[config.mk]
export PLATFORM = sky130hd
export DESIGN_NAME = pipeline_stall_controller
export DESIGN_NICKNAME = d
export VERILOG_FILES = /design/src/rtl/pipeline_stall_controller.sv
export SDC_FILE = /design/constraint.sdc
export NUM_CORES = 1
export LEC_CHECK = 0
export ABC_AREA = 1
export BUFFER_PORTS_ARGS = -buffer_cell sky130_fd_sc_hd__buf_2
export CAP_MARGIN = 40
export CORE_MARGIN = 1
export CORE_UTILIZATION = 34
export CTS_BUF_LIST = sky130_fd_sc_hd__clkbuf_4 sky130_fd_sc_hd__clkbuf_8
export DETAILED_ROUTE_END_ITERATION = 8
export PLACE_DENSITY = 0.78
export SLEW_MARGIN = 25
export SYNTH_ARGS = -nofsm -noshare
export SYNTH_HDL_FRONTEND = slang
export SYNTH_SLANG_ARGS = --single-unit
[constraint.sdc]
create_clock -name clk_i -period 1.3 [get_ports clk_i]
set_input_delay 0.26 -clock clk_i [delete_from_list [all_inputs] [get_ports clk_i]]
set_output_delay 0.26 -clock clk_i [all_outputs]
set_load 0.02 [all_outputs]
[src/rtl/pipeline_stall_controller.sv]
// Stall/bubble/flush sequencer for the 5-stage pipeline: merges load-use, branch flush and memory wait.
// Optional performance counters are built when STALL_PERF_CNT_EN is defined.
module pipeline_stall_controller #(
    parameter int MEM_LATENCY = 4,
    parameter int CNT_W       = 32
) (
    input  logic             clk_i,
    input  logic             rst_i,
    input  logic             start_i,
    input  logic             hazard_i,
    input  logic             branch_taken_i,
    input  logic             mem_req_i,
    output logic             mem_start_o,
    output logic             mem_done_o,
    output logic             pc_write_o,
    output logic             ifid_write_o,
    output logic             ifid_flush_o,
    output logic             idex_noop_o,
    output logic             pipe_freeze_o,
    output logic             memwb_noop_o,
    output logic [CNT_W-1:0] stall_cycles_o,
    output logic [CNT_W-1:0] flush_count_o,
    output logic [CNT_W-1:0] mem_wait_cycles_o
);

    typedef enum logic {RUN, MEM_WAIT} state_t;

    localparam bit         MULTI_CYCLE = (MEM_LATENCY > 1);
    localparam logic [3:0] LAT_M1      = 4'(MEM_LATENCY - 1);

    state_t     state_reg;
    logic [3:0] cnt_reg;

    logic in_run;
    logic req_go;
    logic mem_freeze;
    logic run_gate;
    logic hazard_act;
    logic branch_act;

    assign in_run     = (state_reg == RUN);
    assign req_go     = in_run & start_i & mem_req_i;
    assign mem_freeze = (req_go & MULTI_CYCLE) | (~in_run & (cnt_reg > 4'd1));
    // A stopped CPU only blanks the controls while idle; an access in flight runs to completion.
    assign run_gate   = ~(in_run & ~start_i);
    assign hazard_act = run_gate & ~mem_freeze & hazard_i;
    assign branch_act = run_gate & ~mem_freeze & ~hazard_i & branch_taken_i;

    always_ff @(posedge clk_i) begin
        if (rst_i) begin
            state_reg <= RUN;
            cnt_reg   <= 4'd0;
        end else begin
            case (state_reg)
                RUN: begin
                    if (req_go && MULTI_CYCLE) begin
                        cnt_reg   <= LAT_M1;
                        state_reg <= MEM_WAIT;
                    end
                end
                MEM_WAIT: begin
                    if (cnt_reg > 4'd1) begin
                        cnt_reg <= cnt_reg - 4'd1;
                    end else begin
                        cnt_reg   <= 4'd0;
                        state_reg <= RUN;
                    end
                end
                default: begin
                    cnt_reg   <= 4'd0;
                    state_reg <= RUN;
                end
            endcase
        end
    end

    always_comb begin
        mem_start_o   = 1'b0;
        mem_done_o    = 1'b0;
        pc_write_o    = 1'b0;
        ifid_write_o  = 1'b0;
        ifid_flush_o  = 1'b0;
        idex_noop_o   = 1'b0;
        pipe_freeze_o = 1'b0;
        memwb_noop_o  = 1'b0;
        if (!rst_i) begin
            mem_start_o = req_go;
            mem_done_o  = (~in_run & (cnt_reg == 4'd1)) | (req_go & ~MULTI_CYCLE);
            if (run_gate) begin
                if (mem_freeze) begin
                    pipe_freeze_o = 1'b1;
                    memwb_noop_o  = 1'b1;
                end else if (hazard_act) begin
                    idex_noop_o = 1'b1;
                end else begin
                    pc_write_o   = 1'b1;
                    ifid_write_o = 1'b1;
                    ifid_flush_o = branch_act;
                end
            end
        end
    end

`ifdef STALL_PERF_CNT_EN
    logic [2:0]       perf_evt;
    logic [CNT_W-1:0] perf_cnt_reg [3];

    assign perf_evt = {mem_freeze, branch_act, hazard_act};

    generate
        for (genvar gi = 0; gi < 3; gi++) begin : g_perf
            always_ff @(posedge clk_i) begin
                if (rst_i) begin
                    perf_cnt_reg[gi] <= '0;
                end else if (perf_evt[gi] && (perf_cnt_reg[gi] != '1)) begin
                    perf_cnt_reg[gi] <= perf_cnt_reg[gi] + 1'b1;
                end
            end
        end
    endgenerate

    assign stall_cycles_o    = perf_cnt_reg[0];
    assign flush_count_o     = perf_cnt_reg[1];
    assign mem_wait_cycles_o = perf_cnt_reg[2];
`else
    assign stall_cycles_o    = '0;
    assign flush_count_o     = '0;
    assign mem_wait_cycles_o = '0;
`endif

endmodule

; Word level (Yosys, flattened, before mapping)
; Index checks and enable logic that the tools add are counted.
[totals]
romBits = 0
n_memories = 0
out_inout_bits = 104
inputBits = 6
ramBits = 0
register_bits = 5
word_cells = 44
latchBits = 0
[op_classes]
n_bitwise = 15
mux = 23
div = 0
shifts = 0
order_cmp = 1
eq_ne = 2
n_reduce_logical = 0
n_mul = 0
addsub = 1
[op_table]
columns = operator, count
row1 = $mux W1, 19
row2 = $and A1 B1 Y1, 9
row3 = $mux W4, 2
row4 = $pmux W4 S2, 1
row5 = $not A1 Y1, 5
row6 = $eq A4 B1 Y1 const B, 1
row7 = $gt A4 B1 Y1 const B, 1
row8 = $sub A4 B1 Y4 const B, 1
row9 = $ne A2 B1 Y1 const B, 1
row10 = $pmux W1 S2, 1
row11 = $or A1 B1 Y1, 1

; Logic depth before layout (Yosys ltp)
; Gate-level depths: netlist of run 1.
[depth]
word_depth = 12
mapped_depth = 9

; Worst setup path before layout of run 1
; No wires, ideal clock.
[synth_path]
path_type = reg2out
start = register cnt_reg[0]
end = output pipe_freeze_o
setup_slack_ns = -0.466
path_stages_with_launch = 9
arrival_time_ns = 1.506
cell_sequence = dfxtp_1 > inv_1 > ha_1 > inv_1 > nand2_1 > nand2_4 > nand2_4 > a21oi_1 > buf_4
[synth_between]
elab_chain_len = 6
[synth_rtl]
columns = element, line_no
row1 = from (decl), 32  ; logic [3:0] cnt_reg;
row2 = from (signal assigned), 63  ; cnt_reg <= cnt_reg - 4'd1;
row3 = $gt A4 B1 Y1, 43  ; assign mem_freeze = (req_go & MULTI_CYCLE) | (~in_run & (cnt_reg > 4'd1));
row4 = $and A1 B1 Y1, 43
row5 = $or A1 B1 Y1, 43
row6 = $mux W1 (3 in a row), n/a
row7 = to (decl), 19  ; output logic pipe_freeze_o,
; No other way between the ends.

; Worst setup path after layout of run 1
[layout_path]
start = register cnt_reg[0]
end = output ifid_flush_o
[layout_between]
elab_chain_len = 11
[layout_rtl]
columns = element, line_no
row1 = $gt A4 B1 Y1 (*), 43
row2 = $and A1 B1 Y1 (*), 43
row3 = $or A1 B1 Y1 (*), 43
row4 = $not A1 Y1, "46, 47"
row5 = $and A1 B1 Y1, "46, 47"
row6 = $and A1 B1 Y1 (2 in a row), 47  ; assign branch_act = run_gate & ~mem_freeze & ~hazard_i & branch_taken_i;
row7 = $mux W1, 93  ; end else if (hazard_act) begin
row8 = $mux W1 (*), 90  ; if (mem_freeze) begin
row9 = $mux W1 (*), 89  ; if (run_gate) begin
row10 = $mux W1 (*), 86  ; if (!rst_i) begin
row11 = to (decl), 17  ; output logic ifid_flush_o,
; Every way passes the cells marked *; elsewhere a longest branch is shown, timed or not.

==> impl_metrics.csv, run 1 <==
group,metric,value,unit
clocking,root_buffer,"clkbuf_4",
clocking,htreeDepth,1,
setup_path,crit_path_top_delay_cell,"dfxtp_4",
power_and_ir_drop,p_leak,0.0006557,uW
logic_synthesis,synth_edf_count,0,
global_route,grt_max_degree,9,
power_and_ir_drop,clkPwrFrac,0.217,
timing,setup_slack,-0.3747,ns
drt,ant_nets,0,
power_and_ir_drop,intPower,409.7,uW
setup_path,crit_path_max_incr_delay,0.36,ns
setup_path,timing.rr.start,"cnt_reg[0]$_SDFFE_PP0P_",
clocking,numCtsBuffers,3,
setup_path,worstPathCellList,"inv_4 > ha_4 > inv_2 > nand2_2 > nand2_4 > nand2_4 > nand4_4 > nor2_4 > buf_6",
final_layout,fillers,338,
power_and_ir_drop,peakVddDrop,0.2075,mV
outcome,status,"finished with violations",
logic_synthesis,synth.top_cell.area_share,0.6412,
die,rows,20,
placement,dp.cells,222,
die,initial_core_util,0.3668,
clocking,clock_path_buffers,2,
timing,final.min_clock_period,1.675,ns
timing,setup_tns,-2.073,ns
setup_path,crit_arrival,1.41,ns
logic_synthesis,yosysMostFrequentCell,"buf_4",
logic_synthesis,netlist_top_cells_count,"98 x buf_4, 9 x inv_1, 8 x nand2_1",
drt,post_drt_wl_per_cell,6.533,um
hold_path,holdPathEnd,"cnt_reg[0]$_SDFFE_PP0P_",
setup_path,r2r_setup_slack,0.12,ns
die,die_h,60.09,um
die,core-area,3128,sq um
logic_synthesis,yosys-top-cells-area,"buf_4 64%, dfxtp_1 8.7%, a21oi_1 3.1%",
final_layout,ff_latch_area,108.9,sq um
global_route,antenna_found_initial,0,
setup_path,crit_path_end_kind,"output port",
job,maxCapViolCount,0,
drt,drt_iter0_markers,27,
logic_synthesis,yosysWarnings,0,
setup_path,path_max_fanout,4,
logic_synthesis,yosysUniqueCellTypes,21,
outcome,failed_checks,"setup timing",
final_layout,largest_register_ffs,4,
setup_path,cpMostUsedCell,"nand2_4",
setup_path,criticalPathCategory,"reg -> out",
final_layout,fin_cells,227,
drt,routed_wl,1483,um
clocking,cts_sinks,5,
final_layout,utilization,0.3584,
timing,finalClockSkew,0.009889,ns
setup_path,cp.required,1.04,ns
drt,vias_per_cell,3.066,
clocking,clk_pin_slew,0.05,ns
power_and_ir_drop,cellPowerDensity,790.7,nW/um^2
logic_synthesis,netlist_instances,158,
global_route,grt.overflow.total,0,
placement,gp_congestion,0.7887,
drt,drtPass1Iterations,3,
die,floorplan.die.width,60.09,um
power_and_ir_drop,design_power_total,886.5,uW
clocking,cts_hold_buf,0,
logic_synthesis,synthFlopType,"dfxtp_1",
drt,drc,0,
drt,vias,696,
timing,rsz0062_at_grt,"true",
timing,setup_viol,8,
die,io_pins,110,
timing,finalHoldViolations,0,
logic_synthesis,synth_area_per_cell,7.262,sq um
final_layout,num-nets-final,192,
final_layout,multi_input_area,666.9,sq um
logic_synthesis,ys_ff_latch,5,
logic_synthesis,async_flop_share,0,
setup_path,crit_family,"simple AND/OR/NAND/NOR gates",
timing,timing.fmax,597.1,MHz
timing,finalCritPeriodShare,1.288,
power_and_ir_drop,p_seq_frac,0.207,
placement,dpl.hpwl,1268,um
hold_path,hold_depth,3,
clocking,cts_tree,"done",
final_layout,drive_gt1_frac,0.3005,
global_route,grt_pass1_vias,473,
setup_path,cp-start-kind,"register",
final_layout,area_delta_synth_final,-2.290,%
die,dieArea,3611,sq um
global_route,grt_pass1_wl,1945,um
logic_synthesis,yosys.area.top_type,"buf_4",
hold_path,hold_path_startpoint,"rst_i",
timing,slew_viol_final,0,
setup_path,worstRegToRegCells,10,
setup_path,crit_buf_inv,3,
logic_synthesis,syn_area,1147,sq um
power_and_ir_drop,swShare,0.5378,
placement,port_buffers,13,
power_and_ir_drop,switching_power,476.8,uW
logic_synthesis,synth_seq_area_share,0.08724,
power_and_ir_drop,comb_power_share,0.577,
hold_path,hp-class,"in -> reg",
setup_path,startpoint,"cnt_reg[0]$_SDFFE_PP0P_",
global_route,gr-usage-all-layers,0.07603,
clocking,insertion_delay,0.26,ns
final_layout,diodes,0,
setup_path,r2r-end,"cnt_reg[3]$_SDFFE_PP0P_",
[worst reg2reg max path: cells and delay by family, from the launching register on]
kind	cells	cell delay (ns)
adder cells (fa/ha/maj)	1	0.15
flip-flops	1	0.38
AND/OR/NAND/NOR	6	0.37
buffers and inverters	3	0.23
[stage by stage]
stage / setup WS [ns] / hold WS [ns] / area [sq um]
3_5_place_dp: -0.1837 / 0.6189 / 1008
6_report: -0.3747 / 0.3581 / 1121
5_1_grt: -0.4582 / 0.3803 / 1121
2_1_floorplan: -0.1372 / 0.5123 / 1558
4_1_cts: -0.4078 / 0.3382 / 1099
3_3_place_gp: -0.1438 / 0.6098 / 1008
[how the worst max path moves through the flow]
| stage | to | slack, ns | depth (start not counted) |
|---|---|---|---|
| after floorplan | pipe_freeze_o | -0.14 | 8 |
| after global placement | idex_noop_o | -0.14 | 9 |
| after detailed placement | ifid_flush_o | -0.18 | 9 |
| final | ifid_flush_o | -0.37 | 9 |
| after CTS | ifid_flush_o | -0.41 | 9 |
| after global routing | ifid_flush_o | -0.46 | 9 |
[layout make-up]
class                      instances  area share
clock buffer                       3     0.02009
inverter                          11     0.04799
tap                               44     0.04911
sequential                         5     0.09710
multi-input combinational        137      0.5949
timing repair buffer              26      0.1864
clock inverter                     1    0.004464
[kinds of logic (layout without fill, tap and decap cells)]
group,count (synthesis),after routing,share of synthesized area
AO/OA/AOI/OAI,7,7,0.03053
adder cells (fa/ha/maj),2,2,0.02181
buffers and inverters,111,41,0.6936
flip-flops,5,5,0.08724
other,1,96,0.003268
AND/OR/NAND/NOR,32,32,0.1636
[timing repair]
action                                  in CTS  in global routing
endpoints found under the setup margin       8                  8
gates resized for setup                     20                  4
setup buffers                                0                  1
gates cloned                                 0                  0
pin swaps                                    5                  4
[per-layer routing]
metal  routed length (um)  GRT usage  up-vias
li1                     -          -      338
met1                  479    0.07692      294
met2                  826     0.1317       60
met3                  149    0.01948        4
met4                   27    0.05980        0
met5                    0          0        -
[power by group through the flow]
stage	combinational [uW]	clock (uW)	sequential (uW)
detailed placement	479	0	182
global placement	471	0	182
finish	511	192	183
CTS	499	201	182
floorplan	627	0	180
global route	557	206	185
[cells in the final DEF (no fill, tap or decap), drive strengths merged]
cell type	synthesis	routed
conb	1	96
buf	100	26
nand2	12	12
inv	11	11
nor2	10	10
a21oi	7	7
nand3	6	6
dfxtp	5	5
clkbuf	0	3
ha	2	2
or2	1	1
nand4	1	1
nand3b	1	1
nor3	1	1
clkinv	0	1
No activity file was read; power rests on OpenSTA's default activity.
==> inputs of run 2 (changes only) <==
Settings changed: ABC_CLOCK_PERIOD_IN_PS set to 1300, TNS_END_PERCENT set to 1.
==> run 2 against run 1 <==
Against the previous run: the run still ends with setup timing left; cell count decreased by 0.88%; clock power up 7%; highest routed layer unchanged; clock skew fell by 0.0066 ns; register-to-register slack barely moved; first-iteration DRC count is 74% lower; combinational power down 3%; largest power group unchanged; setup slack better by 0.050 ns; maximum frequency is 3.0% higher; sequential share of layout area grew 0.20 points; non-clock buffer count shrank 2; power increased by 0.38%; critical path type unchanged.
==> impl_metrics.csv, run 2 (same netlist as run 1, synthesis figures left out) <==
group,metric,value,unit
outcome,status,"finished with violations",
outcome,failed_checks,"setup timing",
timing,timing.fmax,615.3,MHz
setup_path,startpoint,"cnt_reg[0]$_SDFFE_PP0P_",
hold_path,hold_depth,4,
timing,rsz0062_at_grt,"true",
timing,hold_slack,0.3758,ns
setup_path,crit_path_top_delay_cell,"dfxtp_4",
drt,vias,695,
die,die_h,60.09,um
drt,drt_iter0_markers,7,
setup_path,worstRegToRegCells,10,
global_route,antenna_found_initial,0,
global_route,grt_pass1_wl,1800,um
clocking,insertion_delay,0.25,ns
final_layout,fin_area,1099,sq um
setup_path,r2r-end,"cnt_reg[3]$_SDFFE_PP0P_",
die,core-area,3128,sq um
setup_path,crit_path_end_kind,"output port",
final_layout,drive_gt1_frac,0.2928,
drt,routed_wl,1435,um
power_and_ir_drop,p_leak,0.0006502,uW
setup_path,cp.required,1.04,ns
setup_path,timing.rr.start,"cnt_reg[0]$_SDFFE_PP0P_",
timing,setup_tns,-1.856,ns
clocking,clk_pin_slew,0.04,ns
drt,ant_nets,0,
timing,finalCritPeriodShare,1.250,
clocking,htreeDepth,1,
global_route,grt.overflow.total,0,
clocking,cts_tree,"done",
hold_path,holdPathEnd,"cnt_reg[3]$_SDFFE_PP0P_",
die,floorplan.die.width,60.09,um
timing,final.min_clock_period,1.625,ns
placement,dpl.hpwl,1174,um
setup_path,cp-start-kind,"register",
drt,drtPass1Iterations,4,
setup_path,crit_buf_inv,3,
setup_path,crit_arrival,1.37,ns
global_route,grt_max_degree,6,
die,dieArea,3611,sq um
clocking,cts_sinks,5,
drt,drc,0,
final_layout,num-nets-final,190,
placement,dp_slack,-0.1382,ns
timing,finalClockSkew,0.003243,ns
setup_path,worstPathCellList,"inv_4 > ha_4 > inv_2 > nand2_2 > nand2_4 > nand2_4 > nand4_4 > nor2_2 > buf_6",
job,maxCapViolCount,0,
clocking,numCtsBuffers,3,
timing,slew_viol_final,0,
final_layout,area_delta_synth_final,-4.253,%
die,rows,20,
final_layout,final_common_cell,"conb_1",
setup_path,crit_family,"simple AND/OR/NAND/NOR gates",
setup_path,r2r_setup_slack,0.12,ns
power_and_ir_drop,peakVddDrop,0.4325,mV
placement,gp_congestion,0.7875,
final_layout,diodes,0,
clocking,root_buffer,"clkbuf_4",
die,initial_core_util,0.3668,
final_layout,fillers,339,
timing,setup_viol,8,
final_layout,largest_register_ffs,4,
hold_path,hp-class,"in -> reg",
setup_path,path_max_fanout,4,
timing,setup_slack,-0.3251,ns
global_route,grt_pass1_vias,444,
power_and_ir_drop,cellPowerDensity,810.0,nW/um^2
global_route,gr-usage-all-layers,0.07066,
setup_path,crit_path_max_incr_delay,0.36,ns
hold_path,hold_path_startpoint,"rst_i",
final_layout,utilization,0.3512,
clocking,cts_hold_buf,0,
clocking,clock_path_buffers,2,
die,io_pins,110,
placement,place_area,988.4,sq um
drt,vias_per_cell,3.089,
setup_path,criticalPathCategory,"reg -> out",
placement,port_buffers,13,
final_layout,mostFrequentLayoutCells,"96 x conb_1, 12 x buf_4, 7 x nand2_1, 7 x buf_6",
timing,finalHoldViolations,0,
drt,post_drt_wl_per_cell,6.378,um
setup_path,cpMostUsedCell,"nand2_4",
[run 2: final cells by class]
cell class	count	area, sq um	area share
multi-input cells	137	659.4	0.6002
repair buffers	24	193.9	0.1765
flip-flops and latches	5	108.9	0.09909
well taps	44	55.05	0.05011
inverters	11	51.30	0.04670
clock buffers	4	30.03	0.02733
[run 2: timing repair]
| action | 4_1_cts | 5_1_grt |
|---|---|---|
| gates resized for setup | 22 | 2 |
| setup endpoints to repair | 8 | 8 |
| pin swaps | 2 | 0 |
| setup buffers | 0 | 0 |
| cloned | 0 | 0 |
[run 2: worst max-delay path by stage]
| stage | to | cells after the start |
|---|---|---|
| after global placement | ifid_flush_o | 9 |
| after detailed placement | ifid_flush_o | 9 |
| after CTS | ifid_flush_o | 9 |
| after floorplan | pipe_freeze_o | 8 |
| final | ifid_flush_o | 9 |
| after global routing | idex_noop_o | 9 |
[run 2: power breakdown]
group	total (uW)	internal, uW	switching [uW]
Combinational	498	125	373
Clock	206	137	69.0
Sequential	186	167	18.7
[run 2: metal layers]
metal  global-route usage  up-vias  part of all wire
met5                    0        -                 0
met4              0.03987        0             0.024
met3              0.04545        5              0.11
met2               0.1095       60              0.54
met1              0.07179      299              0.33
li1                     -      331                 -
[run 2: through the flow]
step / cells / power [uW]
after floorplan: 253 / 801.1
after global placement: 221 / 644.2
after detailed placement: 221 / 651.8
after CTS: 225 / 894.8
after global routing: 225 / 962.8
final: 225 / 889.8
[run 2: worst register-to-register path: stages (launching register included)]
cell     delay (ns)
dfxtp_4        0.37
inv_4          0.04
ha_4           0.15
inv_2          0.04
nand2_2        0.05
nand2_4        0.07
nand2_4        0.08
buf_4          0.15
nand2_2        0.04
nand2_1        0.04
nor2_1         0.08
